`config.mk`:
```
export PLATFORM = sky130hd
export DESIGN_NAME = pwm_multi
export DESIGN_NICKNAME = d
export VERILOG_FILES = /design/src/rtl/pwm_pkg.sv /design/src/rtl/pwm_cmp_ch.sv /design/src/rtl/pwm_multi.sv
export SDC_FILE = /design/constraint.sdc
export NUM_CORES = 1
export LEC_CHECK = 0
export ABC_AREA = 1
export BUFFER_PORTS_ARGS = -buffer_cell sky130_fd_sc_hd__buf_2
export CAP_MARGIN = 10
export CORE_ASPECT_RATIO = 1.25
export CORE_MARGIN = 1.5
export CORE_UTILIZATION = 50
export CTS_BUF_LIST = sky130_fd_sc_hd__clkbuf_8
export DETAILED_ROUTE_END_ITERATION = 10
export GPL_TIMING_DRIVEN = 0
export PLACE_DENSITY = 0.69
export SYNTH_ARGS = -nofsm -noshare
export SYNTH_HDL_FRONTEND = slang
export SYNTH_SLANG_ARGS = --single-unit
```
`constraint.sdc`:
```
create_clock -name clk -period 1.9 [get_ports clk]
set_clock_uncertainty 0.05 [all_clocks]
set_input_delay 0.285 -clock clk [delete_from_list [all_inputs] [get_ports clk]]
set_output_delay 0.285 -clock clk [all_outputs]
set_load 0.05 [all_outputs]
```
`src/rtl/pwm_pkg.sv`:
```
// Shared constants and types for the multi-channel PWM generator.
// Pure declarations: no logic, no latency, no flow control.
package pwm_pkg;
    localparam logic MODE_EDGE   = 1'b0;
    localparam logic MODE_CENTER = 1'b1;

    localparam int DEF_WIDTH    = 8;
    localparam int DEF_CHANNELS = 4;

    typedef enum logic {
        DIR_UP   = 1'b0,
        DIR_DOWN = 1'b1
    } dir_t;
endpackage

```
`src/rtl/pwm_cmp_ch.sv`:
```
// One PWM channel: active duty register plus registered compare against the shared counter.
// Latency: one cycle from cnt to pwm; no backpressure, output is free-running.
module pwm_cmp_ch #(
    parameter int WIDTH = 8
) (
    input  logic             clk,
    input  logic             rst,
    input  logic             enable,
    input  logic [WIDTH-1:0] cnt,
    input  logic             apply,
    input  logic [WIDTH-1:0] duty_pend,
    output logic             pwm
);
    logic [WIDTH-1:0] duty_act;

    always_ff @(posedge clk) begin
        if (rst) begin
            duty_act <= '0;
            pwm      <= 1'b0;
        end else begin
            if (apply) begin
                duty_act <= duty_pend;
            end
            pwm <= enable & (duty_act > cnt);
        end
    end
endmodule

```
`src/rtl/pwm_multi.sv`:
```
// Multi-channel PWM with shared edge/center-aligned counter and double-buffered period/duty.
// Latency: outputs registered one cycle after cnt; no backpressure, loads apply at period boundaries.
module pwm_multi
    import pwm_pkg::*;
#(
    parameter int WIDTH    = DEF_WIDTH,
    parameter int CHANNELS = DEF_CHANNELS
) (
    input  logic                      clk,
    input  logic                      rst,
    input  logic                      enable,
    input  logic                      mode_in,
    input  logic [WIDTH-1:0]          period_in,
    input  logic [CHANNELS*WIDTH-1:0] duty_in,
    input  logic                      load,
    output logic [CHANNELS-1:0]       pwm_out,
    output logic                      period_start,
    output logic                      pending
);
    localparam logic [WIDTH-1:0] ZERO = '0;
    localparam logic [WIDTH-1:0] ONE  = WIDTH'(1);

    logic [WIDTH-1:0]          cnt, cnt_nxt;
    dir_t                      dir, dir_nxt;
    logic [WIDTH-1:0]          period_act, period_pend;
    logic                      mode_act, mode_pend;
    logic [CHANNELS*WIDTH-1:0] duty_pend;
    logic                      pend_q;
    logic                      boundary;
    logic                      apply;

    // Center mode with P==1 turns around at cnt==1 while still counting up.
    always_comb begin
        boundary = 1'b0;
        if (!enable) begin
            boundary = 1'b1;
        end else if (mode_act == MODE_EDGE) begin
            boundary = (cnt == period_act);
        end else begin
            boundary = (period_act == ZERO) ||
                       ((cnt == ONE) && ((dir == DIR_DOWN) || (period_act == ONE)));
        end
    end

    assign apply = boundary & pend_q;

    always_comb begin
        cnt_nxt = cnt;
        dir_nxt = dir;
        if (boundary) begin
            cnt_nxt = ZERO;
            dir_nxt = DIR_UP;
        end else if (mode_act == MODE_EDGE) begin
            cnt_nxt = cnt + ONE;
        end else if (dir == DIR_UP) begin
            if (cnt == period_act) begin
                cnt_nxt = cnt - ONE;
                dir_nxt = DIR_DOWN;
            end else begin
                cnt_nxt = cnt + ONE;
            end
        end else begin
            cnt_nxt = cnt - ONE;
        end
    end

    always_ff @(posedge clk) begin
        if (rst) begin
            cnt          <= ZERO;
            dir          <= DIR_UP;
            period_act   <= '1;
            mode_act     <= MODE_EDGE;
            period_pend  <= '1;
            mode_pend    <= MODE_EDGE;
            duty_pend    <= '0;
            pend_q       <= 1'b0;
            period_start <= 1'b0;
        end else begin
            cnt          <= cnt_nxt;
            dir          <= dir_nxt;
            period_start <= enable & (cnt == ZERO) & (dir == DIR_UP);
            if (apply) begin
                period_act <= period_pend;
                mode_act   <= mode_pend;
            end
            // A load coinciding with a boundary stays pending for the next one.
            if (load) begin
                period_pend <= period_in;
                mode_pend   <= mode_in;
                duty_pend   <= duty_in;
                pend_q      <= 1'b1;
            end else if (apply) begin
                pend_q <= 1'b0;
            end
        end
    end

    assign pending = pend_q;

    for (genvar i = 0; i < CHANNELS; i++) begin : g_ch
        pwm_cmp_ch #(
            .WIDTH(WIDTH)
        ) u_ch (
            .clk      (clk),
            .rst      (rst),
            .enable   (enable),
            .cnt      (cnt),
            .apply    (apply),
            .duty_pend(duty_pend[i*WIDTH +: WIDTH]),
            .pwm      (pwm_out[i])
        );
    end
endmodule

```
==> results.md, run 1 <==
- Outcome: finished clean
- Maxcap violations: 0
- Worst hold slack: 0.0768 ns
- Hold Buf Count CTS: 0
- Final GP Congestion: ~0.86
- Top Ports: between 50 and 60
- Via density: 5.08
- Async SR Flop Fraction: 0%
- Fraction of layout cells with a size suffix above 1: 19.0%
- Pin count of the biggest net entering global routing: 17
- Main combinational cell family by area after synthesis: simple AND/OR/NAND/NOR gates
- Via Count: 4253
- CTS tree: built
- Setup CP Type: reg2reg
- Simple-Gate Fraction of Synth Area: 24.5%
- Leak pwr: 2.57 nW
- Post-layout worst setup margin: 0.137 ns
- Die X-Extent: 91.7 µm
- CP Launch Type: flop
- Pwr Density: 778 mW/mm²
- DRT Pass-1 Iters: 4
- Synth unique cells: 29
- Commonest register cell after synthesis: dfxtp_1
- CTS Buf Count: 9
- Pre-CTS setup slack: -0.0838 ns
- Maximum fanout along the worst path: 10
- Hpwl dp: 8.59 mm
- Initial Util: 51.2%
- Clock share of power: 31.2%
- Clock sink count: 97
- Root Buffer: clkbuf_8
- Sequential share of power: about 52%
- CP endpoint kind: flop
- # port buffers: 50
- VDD IR-drop max: 0.000619 V
- Worst Max-Slew Pin Slew: 0.509 ns
- Longest Clk Path Bufs: 2
- Initial antenna violation count: 0
- Final #Nets: 787
- Synthesis-to-finish area growth: 13.6%
- Ant. Diodes: 0
- Syn_nets: 724
- Antenna Nets Post-Route: 0
- First DRT Iteration DRCs: 180
- Final hold viol count: 0
- Worst EP arrival: between 1.5 and 2 ns
- Post-Syn Area: 0.00492 mm²
- Final WL: 11.0 mm
- Remaining global-route overflow: 0
- Sequential area share after synthesis: 39.5%
- # H-tree levels: 3
- Row count: 40
- Sw Pwr: roughly 1.3 mW
- Switching part of the total: 29.2%
- Xor/xnor share of the synthesized area: 1.78%
- Pint: 3.08 mW
- Number of global-route vias before repair: 4040
- Reg clk slew, reported paths: 0.10 ns
- Hold Path Class: in2reg
- Post-Synth Adder-Cell Area: about 9.2%
- Final slew viol count: 0
- Total chip power: 4.35 mW
- Synth Register Bits: 97
- Fin crit period: about 1.8 ns
- Die Area: 0.0104 mm²
- Final period utilization: 92.8%
- # fillers: 965
- GRT Resource Usage Total: 22.3%
- First-pass GRT wire length: about 19 mm
- Post-synth EDFFs: 0
- Syn Area/Cell: 7.65 µm²
- DP Area: between 0.005 and 0.006 mm²
- Core area: 0.00961 mm²
- # DRC: 0
- Maximum achievable frequency: 567 MHz
- Final setup viols: 0
- Yosys warns: 0
- Req. time, crit path: 2.11 ns
- Max-slew headroom: 66.0%
- Die height: 114 µm
- Mapped Cells: 643
- Compound-gate portion of the synthesized area: 15.4%
- Clk_lat worst skew: 0.37 ns
- WL/cell: 13.2 µm
- Design area: approximately 0.0056 mm²
- Gate power share: 17.3%
- Multiplexer area fraction after synthesis: 0%
## metal layers
metal	global-route usage, %	wire, µm	up-vias
li1	-	-	2241
met1	28.2	5190	1915
met2	38.7	5350	80
met3	3.33	306	17
met4	7.79	178	0
met5	0	0	-
## repair_timing
action | 4_1_cts | 5_1_grt
endpoints found under the setup margin | 51 | 54
pin swaps | 0 | 2
resized for setup | 2 | 17
setup buffers | 1 | 1
## Yosys cell counts, types with 2 or more instances
master    instances  area [µm²]
nand4_1           5        31.3
buf_12            4        80.1
dfxtp_1          97        1940
nor3_1           12        60.1
nand3_1          68         340
inv_2             4        15.0
buf_1             5        18.8
o21bai_1          4        30.0
nand2_2           2        12.5
clkbuf_1         17        63.8
a21oi_1          48         240
xor2_1            5        43.8
nor2_1           64         240
buf_4             4        30.0
buf_2             9        45.0
a21oi_2          32         280
nand3b_1          6        45.0
ha_1             36         450
xnor2_1           5        43.8
inv_1            55         206
a211oi_1          3        22.5
o21ai_0          37         185
nand2_1         115         432
## registers in the layout, summed over array words and instances, names as in the netlist
name and count:
g_ch.u_ch.pwm 4, cnt 8, period_pend 8, pending 1
g_ch.u_ch.duty_act 32, duty_pend 32, mode_pend 1, period_act 8
dir 1, period_start 1, mode_act 1
## final cells by class
type                       count  area, µm²  area share (%)
clock buffer                   9        124            2.22
inverter                      60        234            4.19
multi-input combinational    446       2530            45.2
clock inverter                 7       71.3            1.28
timing repair buffer          52        265            4.75
tap                          126        158            2.82
buffer                        40        256            4.59
sequential                    97       1950            34.9
## through the flow
stage | TNS (ns) | util (%) | instances
2_1_floorplan | 0 | - | 643
3_3_place_gp | -2.21 | 55.4 | 819
3_5_place_dp | -2.68 | 55.4 | 819
4_1_cts | 0 | 57.6 | 836
5_1_grt | -0.00759 | 58.2 | 837
6_report | 0 | 58.2 | 837
## critical path, cell delays in order (launching register included)
cell and delay, ns:
dfxtp_1 0.32, buf_4 0.18, xnor2_2 0.12, nand2_1 0.09, nor2_2 0.13, nand3b_1 0.15
nand3_4 0.15, buf_2 0.22, nand3_1 0.10, nand2_1 0.10, nor2_1 0.04
## layout by cell type, fill, tap and decap left out, types with 4 or more instances in the layout
master    instances
a21oi_1          48
a21oi_2          32
buf_1             5
buf_12            4
buf_2            56
buf_4             7
clkbuf_1         17
clkbuf_8          9
dfxtp_1          93
ha_1             36
inv_1            54
nand2_1         114
nand3_1          68
nand3b_1          6
nand4_1           5
nor2_1           63
nor3_1           12
o21ai_0          37
o21bai_1          4
xnor2_1           4
xor2_1            5
## path summary, 6_finish.rpt
check / from / cells after the start / end / slack (ns)
worst max-delay path: cnt[4] / 10 / g_ch[1].u_ch.duty_act[0] / 0.14
worst min-delay path: period_in[7] / 3 / period_pend[7] / 0.08
worst max register to register: cnt[4] / 10 / g_ch[1].u_ch.duty_act[0] / 0.14
worst min register to register: duty_pend[2] / 2 / duty_pend[2] / 0.41
## cells by family after synthesis
logic type      after synthesis
xor+xnor                     10
fa+ha+maj                    36
buf+inv                     100
flops                        97
compound gates              124
simple gates                276
## power groups by stage
stage	sequential (mW)	combinational, mW	clock [mW]
2_1_floorplan	2.27	0.557	0
3_3_place_gp	2.28	0.714	0
3_5_place_dp	2.29	0.743	0
4_1_cts	2.24	0.748	1.37
5_1_grt	2.25	0.858	1.47
6_report	2.24	0.754	1.36
Note: power is estimated with default switching activity, not from simulation.
==> run 2: changes to the inputs <==
--- a/config.mk
+++ b/config.mk
@@ -16,4 +16,5 @@
 export GPL_TIMING_DRIVEN = 0
 export PLACE_DENSITY = 0.69
+export SKIP_LAST_GASP = 1
 export SYNTH_ARGS = -nofsm -noshare
 export SYNTH_HDL_FRONTEND = slang
==> constraint.sdc (replaced) <==
create_clock -name clk -period 2.15 [get_ports clk]
set_clock_uncertainty 0.05 [all_clocks]
set_input_delay 0.43 -clock clk [delete_from_list [all_inputs] [get_ports clk]]
set_output_delay 0.43 -clock clk [all_outputs]
set_load 0.05 [all_outputs]
==> results.md, run 2 (same netlist as run 1, synthesis figures left out) <==
- Outcome: finished clean
- CTS tree: built
- Synthesis-to-finish area growth: 12.5%
- Final setup viols: 0
- RSZ-0062 raised after global routing: false
- GRT busiest layer: met2
- Number of global-route vias before repair: 4037
- Pin count of the biggest net entering global routing: 17
- Fraction of layout cells with a size suffix above 1: between 10% and 20%
- Root Buffer: clkbuf_8
- Worst Max-Slew Pin Slew: 0.503 ns
- Initial antenna violation count: 0
- Remaining global-route overflow: 0
- Antenna Nets Post-Route: 0
- VDD IR-drop max: 0.000549 V
- Top Ports: 51
- Top Registers: duty_pend (32), g_ch.u_ch.duty_act (32)
- DRT Pass-1 Iters: 4
- Die Area: 0.0104 mm²
- R2r startpoint: cnt[1]
- WL/cell: 13.1 µm
- Clock sink count: 97
- Via density: 5.09
- Hold Path Class: in2reg
- Global-route met1 utilization: between 20 and 30%
- Pre-CTS setup slack: 0.166 ns
- Commonest non-fill, non-tap cell in the layout: nand2_1
- CP Launch Type: flop
- Setup CP Type: reg2reg
- M3 GR Usage: 3.33%
- CP Launch Point: cnt[1]
- Initial Util: between 50% and 60%
- Commonest non-fill, non-tap cells in the layout: 115 x nand2_1, 96 x dfxtp_1, 68 x nand3_1
- GRT Resource Usage Total: 22.3%
- CTS Buf Count: 9
- Maxcap violations: 0
- Clk_lat worst skew: 0.37 ns
- Longest Clk Path Bufs: 2
- Register area: between 0.0015 and 0.002 mm²
- Area of the multi-input gates: approximately 0.0025 mm²
- Post-layout worst setup margin: 0.245 ns
- Req. time, crit path: 2.36 ns
- Worst hold slack: between 0.2 and 0.25 ns
- # port buffers: 50
- Met2 Resource Use GR: about two fifths
- Final TNS setup: 0 ns
- Placed insts: slightly above 800
- CP endpoint kind: flop
- Die X-Extent: 91.7 µm
- Leak pwr: between 2 and 3 nW
- Final period utilization: approximately nine tenths
- Min-delay src: period_in[7]
- Final #Nets: 786
- Fin cells: 836
- Final WL: 11.0 mm
- Pwr Density: between 600 and 700 mW/mm²
- # H-tree levels: 3
- Final hold viol count: 0
- Die height: between 100 and 150 µm
- Final slew viol count: 0
- First-pass GRT wire length: 18.7 mm
- First DRT Iteration DRCs: 190
- Reg clk slew, reported paths: 0.10 ns
- Hpwl dp: 8.59 mm
- Maximum achievable frequency: 525 MHz
- Fin crit period: 1.91 ns
- Ant. Diodes: 0
- Core area: 0.00961 mm²
- Worst EP arrival: 2.11 ns
- Final GP Congestion: 0.863
- Max-slew headroom: 66.5%
- Row count: 40
- # fillers: 970
- Via Count: between 4000 and 5000
- # DRC: 0
- Maximum fanout along the worst path: 10
run 2: report_power, final:
group          switching [mW]  internal, mW  total [mW]
registers              0.0701          1.91        1.98
clock network           0.654         0.538        1.19
logic                   0.392         0.267       0.659
run 2: critical path, stage by stage, from the launching register on:
cell and delay [ns]:
dfxtp_1 0.44, clkinvlp_4 0.16, ha_1 0.19, nand2_1 0.06, nor2_1 0.04, nand2_1 0.06, nand2_1 0.05, nand2_1 0.06
nand3_2 0.15, buf_12 0.21, buf_12 0.15, a21oi_2 0.12, nor2_1 0.06
run 2: what timing repair did:
action,in CTS,in global routing
resized for setup,0,2
hold buffers,0,0
setup endpoints to repair,0,28
endpoints found under the hold margin,0,0
setup buffers,0,1
run 2: metrics by stage:
stage	instance area [µm²]	power (mW)	utilization, %
after floorplan	4920	2.50	-
after global placement	5330	2.65	55.4
after detailed placement	5330	2.68	55.4
after CTS	5520	3.85	57.5
after global routing	5530	4.04	57.6
final	5530	3.83	57.6
run 2: final cells by class:
class	count	share of cell area, %
repair buffers	51	4.66
well taps	126	2.85
inverters	60	4.14
clock inverters	7	1.29
flip-flops and latches	97	35.1
clock buffers	9	2.24
multi-input cells	446	45.2
plain buffers	40	4.50
run 2: metal layers:
metal / vias up / routed length, µm
met3: 15 / 338
met4: 0 / 171
met2: 75 / 5250
met5: - / 0
li1: 2241 / -
met1: 1922 / 5200
run 2: path summary, 6_finish.rpt:
kind         slack (ns)  cells past startpoint                       end
max                0.24                     12  g_ch[1].u_ch.duty_act[5]
min                0.22                      3            period_pend[7]
max reg2reg        0.24                     12  g_ch[1].u_ch.duty_act[5]
min reg2reg        0.41                      2              duty_pend[2]
==> run 3: changes to the inputs <==
- RECOVER_POWER: not set -> 100
==> results.md, run 3 (same netlist as run 1, synthesis figures left out) <==
- Via density: around 5.1
- # port buffers: 50
- Worst Max-Slew Pin Slew: about 0.60 ns
- CP Capture Point: g_ch[1].u_ch.duty_act[5]
- Final #Nets: around 800
- Pin count of the biggest net entering global routing: 17
- Cell repeated most along the worst path: nand2_1
- Pre-CTS setup slack: 0.166 ns
- Final TNS setup: 0 ns
- Crit path buf inv count: 3
- Largest delay share family, worst path: buffers and inverters
- Post-layout worst setup margin: roughly 0.19 ns
- Hpwl dp: 8.59 mm
- Worst hold slack: 0.228 ns
- Ant. Diodes: 0
- Commonest non-fill, non-tap cells in the layout: 115 x nand2_1, 96 x dfxtp_1, 71 x a21oi_1
- Worst EP arrival: ~2.2 ns
- First-pass GRT wire length: 18.7 mm
- Critical Path Stages: 12
- Final slew viol count: 0
- Critical Path Max Stage Delay: between 0.4 and 0.5 ns
- Final hold viol count: 0
- Initial Util: 51.2%
- Hold Path Class: in2reg
- GRT Resource Usage Total: about 22%
- Reg-to-reg endpoint: g_ch[1].u_ch.duty_act[5]
- CP Launch Point: cnt[1]
- Setup CP Type: reg2reg
- Final WL: between 10 and 15 mm
- WL/cell: 13.2 µm
- Clk_lat worst skew: 0.36 ns
- RSZ-0062 raised after global routing: false
- Outcome: finished clean
- Initial antenna violation count: 0
- # H-tree levels: 3
- Reg clk slew, reported paths: about 0.10 ns
- Remaining global-route overflow: 0
- CTS tree: built
- Pwr Density: about 700 mW/mm²
- Root Buffer: clkbuf_8
- Synthesis-to-finish area growth: 10.5%
- First DRT Iteration DRCs: approximately 170
- R2r startpoint: cnt[1]
- Util after Layout: 56.5%
- R2R setup slack: 0.19 ns
- Maximum fanout along the worst path: 10
- Top Ports: a little over 50
- Antenna Nets Post-Route: 0
- Die height: about 110 µm
- Top Registers: duty_pend (32), g_ch.u_ch.duty_act (32)
- CP Launch Type: flop
- Maxcap violations: 0
- # DRC: 0
- Commonest non-fill, non-tap cell in the layout: nand2_1
- FF-to-FF path depth: 12
- Fin cells: between 800 and 900
- Hold Buf Count CTS: 0
- Via Count: approximately 4300
- Final setup viols: 0
- Max-slew headroom: 60.4%
- CP endpoint kind: flop
- DRT Pass-1 Iters: 5
- Req. time, crit path: 2.35 ns
- Placed insts: 819
- Maximum achievable frequency: between 500 and 600 MHz
- Leak pwr: 2.50 nW
- Number of global-route vias before repair: 4037
- VDD IR-drop max: 0.000548 V
- Crit-path cells: clkinvlp_2 > ha_1 > nand2_1 > nor2_1 > nand2_1 > nand2_1 > nand2_1 > nand3_2 > buf_12 > buf_12 > a21oi_1 > nor2_1
- CTS Buf Count: 9
- Worst path slowest cell: dfxtp_1
- Fraction of layout cells with a size suffix above 1: between 10 and 15%
- Die Area: 0.0104 mm²
- Clock sink count: 97
- Row count: 40
- Fin crit period: 1.96 ns
- Core area: 0.00961 mm²
- Final period utilization: between 90% and 100%
- Final GP Congestion: 0.863
- Die X-Extent: 91.7 µm
- Longest Clk Path Bufs: 2
run 3: cell count changes in the layout (fill, tap and decap cells not counted), sizes merged:
cell / previous run / this run
buf: 74 / 64
clkbuf: 26 / 36
run 3: tightest hold or removal path, cell delays in order:
cell and delay (ns):
buf_2 0.07, nand2_1 0.04, nand3_1 0.06
run 3: cell type report:
cell class                 instances  area (µm²)
fill                             999        4180
multi-input combinational        446        2420
sequential                        97        1940
buffer                            40         249
timing repair buffer              51         245
inverter                          60         226
tap                              126         158
clock buffer                       9         124
clock inverter                     7        71.3
run 3: repair_timing:
action	CTS	global route
gates resized for setup	0	2
setup buffers	0	1
endpoints found under the setup margin	0	28
run 3: routing by layer:
metal	routed length (µm)	GRT usage, %	vias up
met5	0	0	-
met4	145	7.79	0
met3	342	3.33	13
met2	5310	38.6	83
met1	5210	28.2	1922
li1	-	-	2246
run 3: worst min-delay path by stage:
| stage | start | to | slack [ns] | cells after the start |
|---|---|---|---|---|
| after global placement | period_pend[7] | period_pend[7] | 0.39 | 2 |
| after detailed placement | period_pend[6] | period_pend[6] | 0.39 | 2 |
| after CTS | period_in[1] | period_pend[1] | 0.21 | 3 |
| after floorplan | period_pend[7] | period_pend[7] | 0.38 | 2 |
| after global routing | period_in[7] | period_pend[7] | 0.22 | 3 |
| final | period_in[7] | period_pend[7] | 0.23 | 3 |
run 3: through the flow:
| stage | cell area, µm² | power, mW |
|---|---|---|
| after global routing | 5430 | 4.01 |
| after global placement | 5330 | 2.65 |
| final | 5430 | 3.80 |
| after floorplan | 4920 | 2.50 |
| after CTS | 5520 | 3.85 |
| after detailed placement | 5330 | 2.68 |
run 3: power breakdown:
part | internal (mW) | leakage [nW] | switching (mW)
logic | 0.253 | 1.61 | 0.381
registers | 1.91 | 0.800 | 0.0666
clock network | 0.538 | 0.0970 | 0.654
total | 2.70 | 2.50 | 1.10
